### config.mk
export PLATFORM = sky130hd
export DESIGN_NAME = execute_unit
export DESIGN_NICKNAME = d
export VERILOG_FILES = /design/src/rtl/simplerisc_pkg.sv /design/src/rtl/execute_unit_muldiv_iter.sv /design/src/rtl/execute_unit.sv
export SDC_FILE = /design/constraint.sdc
export NUM_CORES = 2
export LEC_CHECK = 0
export BUFFER_PORTS_ARGS = -buffer_cell sky130_fd_sc_hd__buf_2
export CAP_MARGIN = 20
export CORE_MARGIN = 5
export CORE_UTILIZATION = 40
export DETAILED_ROUTE_END_ITERATION = 10
export PLACE_DENSITY = 0.59
export SLEW_MARGIN = 40
export SYNTH_ARGS = -nofsm -noshare
export SYNTH_HDL_FRONTEND = slang
export SYNTH_SLANG_ARGS = --single-unit
### constraint.sdc
create_clock -name clk -period 10.1 [get_ports clk]
set_input_delay 1.01 -clock clk [delete_from_list [all_inputs] [get_ports clk]]
set_output_delay 1.01 -clock clk [all_outputs]
set_load 0.01 [all_outputs]
### src/rtl/simplerisc_pkg.sv
// ---------------------------------------------------------------------------
// simplerisc_pkg
// Shared definitions for the SimpleRISC execute stage.
//   - ALU operation codes carried on alu_op
//   - execute-stage FSM state type
//   - operation selector for the iterative multiply/divide unit
//   - default datapath and opcode widths
// ---------------------------------------------------------------------------
package simplerisc_pkg;

    localparam int DATA_W_DEF = 32;
    localparam int OP_W_DEF   = 4;

    localparam logic [3:0] OP_ADD = 4'd0;
    localparam logic [3:0] OP_SUB = 4'd1;
    localparam logic [3:0] OP_MUL = 4'd2;
    localparam logic [3:0] OP_DIV = 4'd3;
    localparam logic [3:0] OP_MOD = 4'd4;
    localparam logic [3:0] OP_CMP = 4'd5;
    localparam logic [3:0] OP_AND = 4'd6;
    localparam logic [3:0] OP_OR  = 4'd7;
    localparam logic [3:0] OP_NOT = 4'd8;
    localparam logic [3:0] OP_MOV = 4'd9;
    localparam logic [3:0] OP_LSL = 4'd10;
    localparam logic [3:0] OP_LSR = 4'd11;
    localparam logic [3:0] OP_ASR = 4'd12;
    localparam logic [3:0] OP_NOP = 4'd13;

    typedef enum logic {
        ST_IDLE,
        ST_BUSY
    } exec_state_t;

    typedef enum logic [1:0] {
        MD_MUL,
        MD_DIV,
        MD_MOD
    } md_op_t;

    // True for the operations that go through the iterative unit.
    function automatic logic is_multicycle(input logic [3:0] op);
        return (op == OP_MUL) || (op == OP_DIV) || (op == OP_MOD);
    endfunction

endpackage

### src/rtl/execute_unit_muldiv_iter.sv
// ---------------------------------------------------------------------------
// muldiv_iter
// Iterative multiply / divide / modulo, one step per clock, DATA_W steps.
// Ports:
//   clk, Reset  : clock and synchronous active-high reset
//   start       : load operands and begin (only honoured when idle)
//   op          : MD_MUL, MD_DIV or MD_MOD
//   a, b        : operands (two's complement)
//   done        : high during the cycle whose rising edge performs the last
//                 step; result is valid combinationally in that cycle
//   result      : final value (low DATA_W bits of product, quotient or
//                 remainder with sign fix-up applied)
// ---------------------------------------------------------------------------
module muldiv_iter
    import simplerisc_pkg::*;
#(
    parameter int DATA_W = DATA_W_DEF
) (
    input  logic              clk,
    input  logic              Reset,
    input  logic              start,
    input  md_op_t            op,
    input  logic [DATA_W-1:0] a,
    input  logic [DATA_W-1:0] b,
    output logic              done,
    output logic [DATA_W-1:0] result
);

    localparam int CNT_W = $clog2(DATA_W + 1);

    // acc : running product (MUL) or partial remainder (DIV/MOD)
    // wa  : multiplier shifting right (MUL) or dividend/quotient shifting left
    // wb  : multiplicand shifting left (MUL) or divisor magnitude
    logic [CNT_W-1:0]  count;
    md_op_t            op_q;
    logic [DATA_W-1:0] acc, acc_nxt;
    logic [DATA_W-1:0] wa, wa_nxt;
    logic [DATA_W-1:0] wb, wb_nxt;
    logic [DATA_W-1:0] a_q;
    logic              neg_q;
    logic              neg_r;
    logic              div_zero;
    logic [DATA_W:0]   shifted;
    logic [DATA_W:0]   trial;
    logic              busy;

    assign busy = (count != '0);
    assign done = (count == CNT_W'(1));

    // One iteration step. The product's low bits do not depend on operand
    // signs, so MUL works on raw two's complement values. Division runs a
    // restoring step on magnitudes; the remainder never exceeds the divisor
    // magnitude, so the shifted remainder always fits in DATA_W bits except
    // for divide-by-zero, whose result is overridden below.
    always_comb begin
        acc_nxt = acc;
        wa_nxt  = wa;
        wb_nxt  = wb;
        shifted = '0;
        trial   = '0;
        if (op_q == MD_MUL) begin
            acc_nxt = acc + (wa[0] ? wb : '0);
            wa_nxt  = wa >> 1;
            wb_nxt  = wb << 1;
        end else begin
            shifted = {acc, wa[DATA_W-1]};
            trial   = shifted - {1'b0, wb};
            if (!trial[DATA_W]) begin
                acc_nxt = trial[DATA_W-1:0];
                wa_nxt  = {wa[DATA_W-2:0], 1'b1};
            end else begin
                acc_nxt = shifted[DATA_W-1:0];
                wa_nxt  = {wa[DATA_W-2:0], 1'b0};
            end
        end
    end

    // Final value is formed from the step outputs so that the result is
    // ready in the same cycle as the last step, letting the parent register
    // it at that edge. Quotient is negative when operand signs differ;
    // remainder follows the dividend's sign.
    always_comb begin
        case (op_q)
            MD_MUL:  result = acc_nxt;
            MD_DIV:  result = div_zero ? '1  : (neg_q ? -wa_nxt  : wa_nxt);
            default: result = div_zero ? a_q : (neg_r ? -acc_nxt : acc_nxt);
        endcase
    end

    // Operand load on start, then one step per cycle until the counter
    // runs out. Reset abandons any operation in flight.
    always_ff @(posedge clk) begin
        if (Reset) begin
            count    <= '0;
            op_q     <= MD_MUL;
            acc      <= '0;
            wa       <= '0;
            wb       <= '0;
            a_q      <= '0;
            neg_q    <= 1'b0;
            neg_r    <= 1'b0;
            div_zero <= 1'b0;
        end else if (start && !busy) begin
            count    <= CNT_W'(DATA_W);
            op_q     <= op;
            acc      <= '0;
            a_q      <= a;
            neg_q    <= a[DATA_W-1] ^ b[DATA_W-1];
            neg_r    <= a[DATA_W-1];
            div_zero <= (b == '0);
            if (op == MD_MUL) begin
                wa <= b;
                wb <= a;
            end else begin
                wa <= a[DATA_W-1] ? -a : a;
                wb <= b[DATA_W-1] ? -b : b;
            end
        end else if (busy) begin
            count <= count - CNT_W'(1);
            acc   <= acc_nxt;
            wa    <= wa_nxt;
            wb    <= wb_nxt;
        end
    end

endmodule

### src/rtl/execute_unit.sv
// ---------------------------------------------------------------------------
// execute_unit
// Execute stage of the SimpleRISC pipeline. Selects operand B, computes the
// ALU result, keeps the E/GT flags and resolves branches. MUL/DIV/MOD are
// handed to muldiv_iter and take DATA_W cycles; everything else completes
// at the acceptance edge.
// Ports:
//   clk, Reset          : clock, synchronous active-high reset
//   in_valid / in_ready : upstream handshake, accept when both high
//   alu_op              : operation code (simplerisc_pkg OP_*)
//   isImmediate         : operand B is immx instead of op2
//   op1, op2, immx      : operand A, register operand B, immediate
//   branchTarget        : PC-relative branch target
//   isBeq/isBgt/isUBranch/isRet : branch controls
//   out_valid           : one-cycle pulse per completed instruction
//   aluResult           : result value
//   isBranchTaken, branchPC : branch redirect, qualified by out_valid
//   flag_E, flag_GT     : flags written by CMP
// ---------------------------------------------------------------------------
module execute_unit
    import simplerisc_pkg::*;
#(
    parameter int DATA_W = DATA_W_DEF,
    parameter int OP_W   = OP_W_DEF
) (
    input  logic              clk,
    input  logic              Reset,
    input  logic              in_valid,
    output logic              in_ready,
    input  logic [OP_W-1:0]   alu_op,
    input  logic              isImmediate,
    input  logic [DATA_W-1:0] op1,
    input  logic [DATA_W-1:0] op2,
    input  logic [DATA_W-1:0] immx,
    input  logic [DATA_W-1:0] branchTarget,
    input  logic              isBeq,
    input  logic              isBgt,
    input  logic              isUBranch,
    input  logic              isRet,
    output logic              out_valid,
    output logic [DATA_W-1:0] aluResult,
    output logic              isBranchTaken,
    output logic [DATA_W-1:0] branchPC,
    output logic              flag_E,
    output logic              flag_GT
);

    exec_state_t       state, state_nxt;
    logic [3:0]        op_code;
    logic [DATA_W-1:0] op_a;
    logic [DATA_W-1:0] op_b;
    logic [4:0]        shamt;
    logic              multi;
    logic              accept;
    logic              md_start;
    logic              md_done;
    md_op_t            md_op;
    logic [DATA_W-1:0] md_result;
    logic [DATA_W-1:0] single_result;
    logic              taken_now;
    logic [DATA_W-1:0] target_now;
    logic              pend_taken;
    logic [DATA_W-1:0] pend_pc;

    assign op_code  = alu_op[3:0];
    assign op_a     = op1;
    assign op_b     = isImmediate ? immx : op2;
    assign shamt    = op_b[4:0];
    assign multi    = is_multicycle(op_code);
    assign accept   = in_valid && in_ready;
    assign md_start = accept && multi;
    assign md_op    = (op_code == OP_MUL) ? MD_MUL :
                      (op_code == OP_DIV) ? MD_DIV : MD_MOD;

    // Branch decision uses the flags as they stand before this edge, so a
    // CMP accepted one edge earlier is already visible here.
    assign taken_now  = isUBranch | (isBeq & flag_E) | (isBgt & flag_GT);
    assign target_now = isRet ? op1 : branchTarget;

    muldiv_iter #(
        .DATA_W (DATA_W)
    ) u_muldiv (
        .clk    (clk),
        .Reset  (Reset),
        .start  (md_start),
        .op     (md_op),
        .a      (op_a),
        .b      (op_b),
        .done   (md_done),
        .result (md_result)
    );

    // Single-cycle ALU. CMP, NOP and any unassigned code produce zero.
    always_comb begin
        single_result = '0;
        case (op_code)
            OP_ADD:  single_result = op_a + op_b;
            OP_SUB:  single_result = op_a - op_b;
            OP_AND:  single_result = op_a & op_b;
            OP_OR:   single_result = op_a | op_b;
            OP_NOT:  single_result = ~op_b;
            OP_MOV:  single_result = op_b;
            OP_LSL:  single_result = op_a << shamt;
            OP_LSR:  single_result = op_a >> shamt;
            OP_ASR:  single_result = $signed(op_a) >>> shamt;
            default: single_result = '0;
        endcase
    end

    // FSM state register.
    always_ff @(posedge clk) begin
        if (Reset) begin
            state <= ST_IDLE;
        end else begin
            state <= state_nxt;
        end
    end

    // Next-state and ready. Instructions are only taken in IDLE; the FSM
    // leaves BUSY at the edge that performs the final iteration, so a new
    // instruction can be accepted while out_valid pulses for the old one.
    always_comb begin
        state_nxt = state;
        in_ready  = 1'b0;
        case (state)
            ST_IDLE: begin
                in_ready = 1'b1;
                if (in_valid && multi) begin
                    state_nxt = ST_BUSY;
                end
            end
            ST_BUSY: begin
                if (md_done) begin
                    state_nxt = ST_IDLE;
                end
            end
            default: state_nxt = ST_IDLE;
        endcase
    end

    // Result, branch and flag registers. Single-cycle ops publish at the
    // acceptance edge. Multi-cycle ops keep their branch decision in the
    // pending registers so visible outputs do not change until completion.
    always_ff @(posedge clk) begin
        if (Reset) begin
            out_valid     <= 1'b0;
            aluResult     <= '0;
            isBranchTaken <= 1'b0;
            branchPC      <= '0;
            flag_E        <= 1'b0;
            flag_GT       <= 1'b0;
            pend_taken    <= 1'b0;
            pend_pc       <= '0;
        end else begin
            out_valid <= 1'b0;
            if (state == ST_BUSY && md_done) begin
                out_valid     <= 1'b1;
                aluResult     <= md_result;
                isBranchTaken <= pend_taken;
                branchPC      <= pend_pc;
            end
            if (accept) begin
                if (multi) begin
                    pend_taken <= taken_now;
                    pend_pc    <= target_now;
                end else begin
                    out_valid     <= 1'b1;
                    aluResult     <= single_result;
                    isBranchTaken <= taken_now;
                    branchPC      <= target_now;
                    if (op_code == OP_CMP) begin
                        flag_E  <= (op_a == op_b);
                        flag_GT <= ($signed(op_a) > $signed(op_b));
                    end
                end
            end
        end
    end

endmodule
## Word-level counts from Yosys, hierarchy flattened

Cells that the tools add are included.

| word-level totals | value |
|---|---|
| memories | 0 |
| bits in read-only memories | 0 |
| bits in writable memories | 0 |
| register bits | 241 |
| latch bits | 0 |

| cells by class | value |
|---|---|
| mux-type cells | 42 |
| div/mod/pow operators | 0 |
| magnitude comparators | 1 |
| add/subtract/negate cells | 9 |
| multipliers | 0 |
| bitwise operators | 10 |
| reduce and logical (&&, ||, !) cells | 19 |
| shift operators | 3 |
| eq/ne operators | 15 |

Operators with widths:

| kind | count |
|---|---|
| 32-bit two-way mux | 25 |
| 32-bit one-hot mux with 9 select lines | 1 |
| 32-bit negator | 4 |
| 32-bit adder | 2 |
| 32-bit one-hot mux with 2 select lines | 1 |
| 33-bit by 32-bit subtractor with 33-bit output | 1 |
| 32-bit bitwise AND | 1 |
| 32-bit equality test | 1 |
| 32-bit > comparator | 1 |
| 32-bit logical NOT | 1 |
| 32-bit inverter | 1 |
| 32-bit OR | 1 |
| 32-bit by 5-bit << shifter with 32-bit output | 1 |
| 32-bit by 5-bit >> shifter with 32-bit output | 1 |
| 32-bit by 5-bit >>> shifter with 32-bit output | 1 |
| 32-bit subtractor | 1 |
| 4-bit equality test (second input constant) | 5 |
| 4-bit by 3-bit equality test with 1-bit output (second input constant) | 4 |
| 6-bit two-way mux | 2 |
| 1-bit two-way mux | 10 |
| 4-bit by 2-bit equality test with 1-bit output (second input constant) | 2 |
| 6-bit by 1-bit equality test with 1-bit output (second input constant) | 1 |
| 6-bit nonzero test | 1 |
| 6-bit by 1-bit subtractor with 6-bit output (second input constant) | 1 |
| other kinds (17) | 29 |

## Depth between registers and ports, before layout

| logic depth | value |
|---|---|
| depth after elaboration | 10 |
| gate-level depth with buffers | 22 |
| gate-level depth less buffers | 21 |

## By module

From an unflattened synthesis, not the netlist that was laid out.

| unflattened totals | value |
|---|---|
| cell total of the unflattened synthesis | 4019 |
| area total of the unflattened synthesis | 27989.3 um^2 |

By module, submodules not included:

| module | instances | sequential area each (um^2) | cells an instance | area an instance (um^2) |
|---|---|---|---|---|
| muldiv_iter | 1 | 2762.6 | 2069 | 14423.8 |
| execute_unit | 1 | 2042.0 | 1950 | 13565.5 |

## Least setup slack after synthesis

No wires, ideal clock.

| timing | value |
|---|---|
| kind | input to register |
| from | input port isImmediate |
| to | register aluResult[24] |
| required time | 9973 ps |
| setup time | 127 ps |
| path slack | 3786 ps |
| cell stages on the path | 20 |
| arrival | 6186 ps |
| cells stage by stage | clkbuf_1 buf_2 mux2i_1 clkbuf_1 clkbuf_1 clkbuf_1 buf_2 ha_1 a21oi_1 o21bai_1 a2111oi_0 o31ai_1 nor3_1 o21ai_0 a21oi_1 o22a_1 a21oi_1 o41ai_1 or4b_1 or3b_1 |

| between the ends | value |
|---|---|
| cells in the longest elaborated chain, start to end | 5 |

Ends and longest elaborated chain:

| element | line | text |
|---|---|---|
| start: declaration | execute_unit.sv:31 | `input logic isImmediate,` |
| 32-bit two-way mux * | execute_unit.sv:67 | `assign op_b = isImmediate ? immx : op2;` |
| 32-bit subtractor, or another cell as far along | execute_unit.sv:98 | `OP_SUB: single_result = op_a - op_b;` |
| 32-bit one-hot mux with 9 select lines * | execute_unit.sv:96 | `case (op_code)` |
| 32-bit two-way mux * | execute_unit.sv:163 | `if (multi) begin` |
| 32-bit two-way mux * | execute_unit.sv:162 | `if (accept) begin` |
| end signal: assignment | execute_unit.sv:158 | `aluResult <= md_result;` |
| end signal: assignment | execute_unit.sv:168 | `aluResult <= single_result;` |
| end: declaration | execute_unit.sv:41 | `output logic [DATA_W-1:0] aluResult,` |

Mark *: on every way between the ends. The rest lies on a longest branch, timed or not.
A chain may end at the register's enable or synchronous reset.

## Final worst setup path

| timing | value |
|---|---|
| from | input port isImmediate |
| to | register aluResult[31] |

Same word-level chain as after synthesis.

==> metrics.cfg <==
[outcome]
outcome=finished clean

[routing]
vias=34100
drtAntennaViolNets=0
totalWireLength_um=152000
via_per_inst=6.71
detail_route.wl_per_cell_um=30.0
dr.first_iter.drc_count=4893
first_pass_iters=7
drc=0

[sta]
setup_tns_ps=0
worstMarginPinSlew_ps=1070
finalMaxSlewViolations=0
setup_viol=0
min_period_over_period_pct=64.7
max_freq_mhz=153
worst_slack_ps=3570
hold_viol=0
fin_skew_ps=26.4
final.min_clock_period_ps=6530
rsz0062_at_grt=no
slew_headroom_pct=28.5

[place]
gp_congestion=1.05
port_buffers=208
dpl.cell_count=5011
dpl.hpwl_um=112000
pre_cts_ws_ps=3160

[synthesis]
synth_top_cell_by_area=dfxtp_1
synth_nets=4403
synth_ff_type=dfxtp_1
synth_seq_cells=240
ys_types=111
synth_edf_count=0
synth_area_leaders=dfxtp_1 17%, ha_1 7.3%, nand2_1 6.9%
synth_warnings=0
syn_avg_cell_area_sq_um=6.96
synth_top_area_share_pct=16.9
async_reset_ff_share_pct=0
seq_area_frac_synth_pct=16.9
synthCells=4093
netlist_area_sq_mm=0.0285

[clocking]
cts_buffer_depth=3
cts.clk_slew.worst_paths_ps=70
ctsResizeCount=0
postCtsSetupRepairBufs=0
cts_tree=done
postCtsHoldBufs=0
htree_levels=1
clk_latency_ps=620
cts_sinks=240
clockRootBuffer=clkbuf_16
cts_buffers=30

[critical_path]
crit_path_end=aluResult[31]$_SDFF_PP0_
ff2ff_setup_slack_ps=3810
end_kind=flop
cp_cell_sequence=buf_2 -> buf_4 -> mux2i_4 -> buf_4 -> inv_2 -> ha_1 -> a211oi_1 -> o21ai_0 -> a31oi_1 -> o31ai_1 -> buf_4 -> a31o_2 -> a41o_1 -> o41ai_1 -> nor2_1 -> o311ai_0 -> mux2i_1 -> o21ai_0 -> o31a_1
reg2reg_from=u_muldiv.wa[31]$_SDFFE_PP0P_
path_delay_family=compound AO/OA/AOI/OAI gates
crit_top_cell=buf_4
r2r_end=aluResult[13]$_SDFF_PP0_
critPathBufInv=5
cp.required_ps=10650
r2r_cells=15
slowest_delay_ps=670
arrival_ps=7080
worstPathMaxFanout=65
path_class=in2reg
cp_slowest_cell=buf_4
startpoint_type=primary input
critical_path_depth=19
crit_start=isImmediate

[global_routing]
grt_max_degree=97
grt_antenna_before_repair=13
grt_overflow=0
grt_pass1_wl_um=218000
grt_pass1_vias=31100
grt_usage_pct=37.1

[cells_and_area]
final_cell_mix=518 x nand2_1, 421 x nor2_1, 343 x a21oi_1
final_common_cell=nand2_1
instances_no_fill=5078
fin_nets=4414
final_layout_size_suffix_gt1_share_pct=12.7
area_delta_synth_final_pct=10.8

[die]
core_sq_mm=0.0703
pin_count=209
die_area_sq_mm=0.0766
start_util_pct=40.5
rows=97
die_w_um=277
dieHeight_um=277

[pwr]
p_per_area_mw_per_mm2=234
ir_drop_mv=0.235
p_leak_nw=12.5

[hold_path]
hold_class=reg2reg

[job]
maxCapViolCount=0

-- logic make-up (layout without fill, tap and decap cells) --
family          count (synthesis)  after routing  synth area share [%]
simple gates                 1472           1472                  23.7
mux                           211            211                  8.65
flops                         240            240                  16.9
fa+ha+maj                     170            170                  7.58
buf+inv                       492            526                  6.70
compound gates               1373           1373                  32.3
other cells                     0             11                     0
xor+xnor                      135            135                  4.15
-- layout make-up --
cell class / instances / area (sq um)
flip-flops and latches: 240 / 4810
clock inverters: 20 / 295
fillers: 7368 / 38700
clock buffers: 35 / 800
repair buffers: 311 / 1840
inverters: 160 / 601
diodes: 11 / 27.5
multi-input cells: 3361 / 22000
well taps: 940 / 1180
-- registers in the layout, summed over array words and instances, names as in the netlist, 2 cells and up --
register	cells
aluResult	32
branchPC	32
pend_pc	32
u_muldiv.a_q	31
u_muldiv.acc	32
u_muldiv.count	6
u_muldiv.op_q	2
u_muldiv.wa	32
u_muldiv.wb	32
-- worst min-delay path by stage --
stage	from	to	slack, ps	depth (start not counted)
5_1_grt	pend_pc[30]$_SDFFE_PP0P_	pend_pc[30]$_SDFFE_PP0P_	480	2
6_report	u_muldiv.a_q[9]$_SDFFE_PP0P_	u_muldiv.a_q[9]$_SDFFE_PP0P_	450	2
3_3_place_gp	u_muldiv.a_q[9]$_SDFFE_PP0P_	u_muldiv.a_q[9]$_SDFFE_PP0P_	440	2
2_1_floorplan	u_muldiv.a_q[3]$_SDFFE_PP0P_	u_muldiv.a_q[3]$_SDFFE_PP0P_	430	2
3_5_place_dp	u_muldiv.a_q[9]$_SDFFE_PP0P_	u_muldiv.a_q[9]$_SDFFE_PP0P_	440	2
4_1_cts	u_muldiv.a_q[9]$_SDFFE_PP0P_	u_muldiv.a_q[9]$_SDFFE_PP0P_	450	2
-- report_power, final --
group | switching [mW] | internal (mW) | leakage (nW) | total (mW)
logic | 3.26 | 1.55 | 10.0 | 4.81
registers | 0.233 | 1.11 | 1.96 | 1.35
clock network | 0.503 | 0.723 | 0.528 | 1.23
total | 3.99 | 3.39 | 12.5 | 7.39
-- synthesized netlist by cell type (all sizes together) (30+ instances only) --
cell type	number
buf	58
a21o	48
nor4	35
mux2	42
xor2	30
nand3	62
o21ai	254
dfxtp	240
a211oi	173
ha	166
inv	157
a21oi	345
or3	36
nand2	521
a2111oi	30
clkbuf	274
a311oi	45
nand4	33
xnor2	105
mux2i	146
o31ai	39
nor3	165
a31oi	55
o211ai	53
o22ai	56
and2	54
nor2	426
-- layer usage --
metal / global-route usage [%] / vias to the layer above / wire length [um]
li1: - / 15100 / -
met1: 48.5 / 16000 / 59600
met2: 53.3 / 2311 / 60900
met3: 11.2 / 584 / 19100
met4: 23.1 / 12 / 12500
met5: 0 / - / 91
-- through the flow --
stage | hold slack, ps | area (sq um) | total power, mW | utilization, %
after floorplan | 431 | 28500 | 4.50 | -
after global placement | 438 | 30300 | 5.95 | 43.1
after detailed placement | 444 | 30400 | 5.95 | 43.2
after CTS | 453 | 31500 | 7.19 | 44.8
after global routing | 475 | 31500 | 7.74 | 44.9
final | 454 | 31500 | 7.39 | 44.9
-- worst register-to-register path, stage by stage (launching register included) --
cell	delay, ps
dfxtp_1	530
inv_1	270
ha_1	290
fa_1	410
nand2b_1	190
a21o_1	250
a31o_4	300
a211o_1	470
nand3_2	290
nand2_1	440
a221oi_2	600
nand4_2	480
o41ai_1	550
xor2_1	120
a221oi_1	790
nor4_1	120
Note: power is estimated with default switching activity, not from simulation.
